File: config.mk
export PLATFORM = sky130hd
export DESIGN_NAME = bk_sub_pipe
export DESIGN_NICKNAME = d
export VERILOG_FILES = /design/src/rtl/bk_sub_pipe.sv
export SDC_FILE = /design/constraint.sdc
export NUM_CORES = 1
export LEC_CHECK = 0
export ABC_AREA = 0
export CAP_MARGIN = 20
export CORE_MARGIN = 3
export CORE_UTILIZATION = 45
export CTS_CLUSTER_SIZE = 40
export DETAILED_ROUTE_END_ITERATION = 8
export GPL_ROUTABILITY_DRIVEN = 0
export HOLD_SLACK_MARGIN = 0.12
export PLACE_DENSITY_LB_ADDON = 0.15
export SYNTH_ARGS = -nofsm -noshare
export SYNTH_HDL_FRONTEND = slang
export SYNTH_SLANG_ARGS = --single-unit
File: constraint.sdc
create_clock -name clk -period 3.55 [get_ports clk]
set_clock_uncertainty 0.2 [all_clocks]
set_input_delay 0.5325 -clock clk [delete_from_list [all_inputs] [get_ports clk]]
set_output_delay 0.5325 -clock clk [all_outputs]
set_load 0.01 [all_outputs]
File: src/rtl/bk_sub_pipe.sv
// rtl/bk_sub_pipe.sv - two-stage pipelined Brent-Kung subtractor, diff = a - b - bin
module bk_sub_pipe #(
   parameter int W = 16
) (
   input  logic         clk,
   input  logic         rst_n,
   input  logic         in_valid,
   output logic         in_ready,
   input  logic [W-1:0] a,
   input  logic [W-1:0] b,
   input  logic         bin,
   output logic         out_valid,
   input  logic         out_ready,
   output logic [W-1:0] diff,
   output logic         bout,
   output logic         zero,
   output logic         neg,
   output logic         ovf
);
   localparam int LOG = $clog2(W);

   // Up-sweep: node i holds group P/G for the power-of-two span ending at i.
   function automatic logic [2*W-1:0] up_sweep(input logic [W-1:0] p, input logic [W-1:0] g);
      logic [W-1:0] pp, gg;
      pp = p;
      gg = g;
      for (int k = 1; k <= LOG; k++) begin
         for (int i = (1 << k) - 1; i < W; i += (1 << k)) begin
            gg[i] = gg[i] | (pp[i] & gg[i - (1 << (k - 1))]);
            pp[i] = pp[i] & pp[i - (1 << (k - 1))];
         end
      end
      return {pp, gg};
   endfunction

   // Down-sweep fills the remaining nodes so every i holds the prefix [i:0].
   function automatic logic [2*W-1:0] down_sweep(input logic [W-1:0] p, input logic [W-1:0] g);
      logic [W-1:0] pp, gg;
      pp = p;
      gg = g;
      for (int k = LOG - 1; k >= 1; k--) begin
         for (int i = (1 << k) + (1 << (k - 1)) - 1; i < W; i += (1 << k)) begin
            gg[i] = gg[i] | (pp[i] & gg[i - (1 << (k - 1))]);
            pp[i] = pp[i] & pp[i - (1 << (k - 1))];
         end
      end
      return {pp, gg};
   endfunction

   logic [W-1:0] p0, g0, up_p, up_g;
   logic         cin0;

   logic         s1_valid;
   logic [W-1:0] s1_p, s1_gp, s1_gg;
   logic         s1_cin, s1_am, s1_bm;

   logic [W-1:0] pre_p, pre_g, carry, diff_n;
   logic         s1_adv, s2_adv;

   assign p0   = a ^ ~b;
   assign g0   = a & ~b;
   assign cin0 = ~bin;
   assign {up_p, up_g} = up_sweep(p0, g0);

   assign s2_adv   = ~out_valid | out_ready;
   assign s1_adv   = ~s1_valid | s2_adv;
   assign in_ready = s1_adv;

   always_ff @(posedge clk or negedge rst_n) begin
      if (!rst_n) begin
         s1_valid <= 1'b0;
         s1_p     <= '0;
         s1_gp    <= '0;
         s1_gg    <= '0;
         s1_cin   <= 1'b0;
         s1_am    <= 1'b0;
         s1_bm    <= 1'b0;
      end else if (s1_adv) begin
         s1_valid <= in_valid;
         if (in_valid) begin
            s1_p   <= p0;
            s1_gp  <= up_p;
            s1_gg  <= up_g;
            s1_cin <= cin0;
            s1_am  <= a[W-1];
            s1_bm  <= b[W-1];
         end
      end
   end

   assign {pre_p, pre_g} = down_sweep(s1_gp, s1_gg);
   assign carry  = pre_g | (pre_p & {W{s1_cin}});
   assign diff_n = s1_p ^ {carry[W-2:0], s1_cin};

   always_ff @(posedge clk or negedge rst_n) begin
      if (!rst_n) begin
         out_valid <= 1'b0;
         diff      <= '0;
         bout      <= 1'b0;
         zero      <= 1'b0;
         neg       <= 1'b0;
         ovf       <= 1'b0;
      end else if (s2_adv) begin
         out_valid <= s1_valid;
         if (s1_valid) begin
            diff <= diff_n;
            bout <= ~carry[W-1];
            zero <= (diff_n == '0);
            neg  <= diff_n[W-1];
            ovf  <= (s1_am != s1_bm) & (diff_n[W-1] != s1_am);
         end
      end
   end
endmodule

Word-level counts from Yosys, hierarchy flattened
Index checks and enable logic that the tools add are counted.
{ "op_classes": {"eq_ne": 2, "n_bitwise": 91, "n_reduce_logical": 3} }
{ "op_table": {"columns": ["cell", "n"], "rows": [
  ["AND 1 bit", 53],
  ["AND 16 bit", 2],
  ["XOR 16 bit", 2],
  ["bitwise OR 1 bit", 28],
  ["logical NOT 16 bit", 1],
  ["NOT 16 bit", 1],
  ["bitwise OR 16 bit", 1],
  ["NOT 1 bit", 4],
  ["AND reduction 2 bit", 2],
  ["!= test 1 bit", 2]
]} }
{ "totals": {"register_bits": 73, "output_inout_bits": 22, "wordCells": 109} }

Logic depth before layout (Yosys ltp)
{ "depth": {"ltp_word": 10, "mapped_depth": 7, "mapped_depth_nobuf": 7} }

Least setup slack after synthesis
Ideal clock, no wire load.
{ "synth_path": {"path_type": "input to register", "from": "input b[1]", "to": "register s1_gg[7]", "setup_ps": 125, "t_arrival_ps": 1683, "required_time_ps": 3225, "path_slack_ps": 1542, "cell_stages": 7, "n_path_buf": 0, "cell_sequence": "inv_1 -> ha_1 -> a21o_1 -> a21o_1 -> a21oi_1 -> o21ai_0 -> mux2_2"} }
{ "synth_between": {"elab_chain_len": 8} }
{ "synth_rtl": {"columns": ["item", "line", "rtl"], "rows": [
  ["start: declaration", "10", "input logic [W-1:0] b,"],
  ["NOT 16 bit", "60", "assign p0 = a ^ ~b;"],
  ["XOR 16 bit", "60", null],
  ["named net p0[1]", "50", "logic [W-1:0] p0, g0, up_p, up_g;"],
  ["AND 1 bit", "29", "gg[i] = gg[i] | (pp[i] & gg[i - (1 << (k - 1))]);"],
  ["bitwise OR 1 bit", "29", null],
  ["AND 1 bit", "29", null],
  ["bitwise OR 1 bit", "29", null],
  ["AND 1 bit", "29", null],
  ["bitwise OR 1 bit", "29", null],
  ["end signal: assignment", "83", "s1_gg <= up_g;"],
  ["end: declaration", "54", "logic [W-1:0] s1_p, s1_gp, s1_gg;"]
]} }
The timed path passes the listed nets, and every way through them passes these cells.
A chain may end at the register's enable or synchronous reset.

Worst setup path after layout
{ "layout_path": {"from": "input out_ready", "to": "output in_ready"} }
{ "layout_between": {"elab_chain_len": 2} }
{ "layout_rtl": {"columns": ["item", "line", "rtl"], "rows": [
  ["start: declaration", "13", "input logic out_ready,"],
  ["bitwise OR 1 bit", "65", "assign s2_adv = ~out_valid | out_ready;"],
  ["bitwise OR 1 bit", "66", "assign s1_adv = ~s1_valid | s2_adv;"],
  ["end: declaration", "8", "output logic in_ready,"]
]} }
No other way between the ends.

==> reports/results.txt <==
Clock slew at reported path FFs -> 60 ps
Initial antenna violation count -> 0
Synth top area cells -> dfrtp_1 (50%), mux2_2 (8.8%), ha_1 (6.6%)
Root buf cell -> clkbuf_8
Leak -> 1.91 nW
Area growth from synthesis to layout -> 26.3%
Outcome -> finished clean
Final Hold Slack -> 170 ps
H-Tree Depth -> 3
Worst Tran Pin Value -> 798 ps
Critical Path Start Type -> input port
# hold bufs at CTS -> 0
Synth top area share -> 49.9%
DR pass1 iterations -> 4
Clock share of power -> 24.4%
Required time worst endpoint -> 2820 ps
Worst r2r path cells -> 6
Peak supply drop -> 0.000232 V
Sequential element share of the synthesized area -> 49.9%
WS Path Type -> input port to output port
Synth Area in Compound Gates -> 14.3%
Hold WC Path Type -> input port to async pin
Top-count cell post-synth -> dfrtp_1
FFs w/ async S/R, synth -> 100%
Post-synth top flop -> dfrtp_1
Fin nets -> 425
Internal power -> 1.52 mW
Adder-Cell Fraction of Synth Area -> 6.63%
Vias in the first global route -> 2362
Largest net degree at the start of global routing -> 65
CP arrival -> 1750 ps
Flop2flop setup slack -> 1320 ps
R2r endpoint -> zero
Post-synth net total -> 361
NetSw -> 665 µW
Crit path max fanout -> 4
CTS Buf Count -> 9
Post_cts resized -> 0
Post-Synth XOR/XNOR Area -> 3.00%
Syn Inst Count -> 307
Vias per cell -> 5.16
Die extent in y -> 90.5 µm
Post-synthesis cell type count -> 44
Setup bufs post-CTS -> 0
CTS tree -> yes
DR top layer -> met4
Clock Latency Late Sink -> 330 ps
Largest family of logic cells by synthesized area -> compound AO/OA/AOI/OAI gates
Cell area after synthesis -> 3210 µm²
Crit. End Element -> output port
Vias -> 2418
DRC viols -> 0
Normalized max-slew margin -> 46.8%
Final Max Slew Viols -> 0
N_diodes -> 0
Finish-stage setup viols -> 0
Mean post-synth cell area -> 10.5 µm²
Met1 wire length -> 3370 µm
Yosys warns -> 0
Final period utilization -> 70.1%
Flop pwr share -> 45.6%
Power share of the combinational group -> 29.9%
Std cell rows -> 30
Synth top cells by count -> dfrtp_1 (64), nand2_1 (53), mux2_2 (25)
Min cycle time layout -> 2490 ps
First-pass GRT wire length -> 11600 µm
#FFs+latches synth -> 64
Layout cell share with drive strength beyond 1 -> 13.7%
Synth Area in Simple Gates -> 13.1%
Total Die Area -> 8180 µm²
Top Ports -> 59
Clock tree sinks -> 64
Routed WL -> 6750 µm
F_max -> 402 MHz
Remaining global-route overflow -> 0
Port Buf Inserts -> 58
Die width -> 90.5 µm
Critical register-to-register path startpoint -> s1_cin
Post-synth EDFFs -> 0
Starting density of the core -> 46.7%
DRT iter0 DRCs -> 101
Unrepaired setup endpoints after global routing -> false
Final Hold Vio Count -> 0
Final ANT Viol Nets -> 0
Area leader, netlist -> dfrtp_1
Power per Cell Area -> 539 nW/µm²
Max-cap viol count -> 0
Core footprint -> 6870 µm²
Max Root-Sink Buffers -> 2
Detailed Place HPWL -> 5160 µm
Met3 WL -> 268 µm
Mux cell area share after synthesis -> 9.08%
Met2 wire length -> 3020 µm
GRT Total Usage -> 17.7%
DR WL/cell -> 14.4 µm
Sw Ratio -> 30.4%
Setup TNS -> 0 ps
## metal layers
metal | vias to the layer above | track usage, %
li1 | 1206 | -
met1 | 1150 | 26.4
met2 | 54 | 25.1
met3 | 8 | 3.42
met4 | 0 | 7.53
met5 | - | 0
## state kept, by name, indices dropped and copies added (netlist names)
register   count
bout           1
ovf            1
s1_cin         1
s1_bm          1
s1_valid       1
zero           1
s1_am          1
s1_p          16
diff          16
out_valid      1
s1_gg         16
s1_gp          8
## cell families after synthesis
family | count (synthesis)
adders and majority gates | 17
muxes | 26
DFF | 64
and+or+nand+nor | 90
AOI/OAI and AO/OA | 69
buffers and inverters | 30
xor gates and xnor gates | 11
## cell usage in the layout (no fill, tap or decap), types with 5 or more instances in the layout
| cell type | n |
|---|---|
| a21o_1 | 11 |
| a21oi_1 | 11 |
| buf_4 | 6 |
| clkbuf_8 | 11 |
| clkdlybuf4s50_1 | 57 |
| dfrtp_1 | 64 |
| ha_1 | 17 |
| inv_1 | 19 |
| mux2_2 | 25 |
| nand2_1 | 53 |
| nand3_1 | 10 |
| o21ai_0 | 19 |
| xnor2_1 | 5 |
| xor2_1 | 6 |
## power groups by stage
stage	Clock, mW	Combinational [mW]	Sequential [mW]
after floorplan	0	0.344	1.01
after global placement	0	0.651	1.00
after detailed placement	0	0.660	1.01
after CTS	0.545	0.664	0.998
after global routing	0.577	0.722	1.02
final	0.534	0.654	0.997
## worst max-delay path, stage by stage
cell and delay (ps):
clkdlybuf4s50_1 470, nand3b_1 180, clkdlybuf4s50_1 570
## metrics by stage
stage          setup slack (ps)  utilization, %  power [mW]  std cells  instance area [µm²]
3_3_place_gp                896            56.7        1.65        456                 3890
3_5_place_dp                883            56.7        1.67        456                 3890
2_1_floorplan              1540               -        1.36        307                 3210
6_report                   1060            59.0        2.19        469                 4050
5_1_grt                     969            59.0        2.32        469                 4050
4_1_cts                    1050            59.0        2.21        469                 4050
## area by class of cell
class	count	area [µm²]
Inverter	19	71.3
Sequential cell	64	1600
Tap cell	96	120
Timing Repair Buffer	64	621
Clock buffer	12	155
Clock inverter	1	5.00
Fill cell	620	2820
Multi-Input combinational cell	213	1480
## worst max-delay path by stage
stage / start / endpoint / cells past startpoint
after floorplan: b[1] / s1_gg[7] / 7
after global placement: b[1] / s1_gg[7] / 8
after detailed placement: b[5] / s1_gg[7] / 8
after CTS: out_ready / in_ready / 3
after global routing: out_ready / in_ready / 3
final: out_ready / in_ready / 3
No activity file was read; power rests on OpenSTA's default activity.
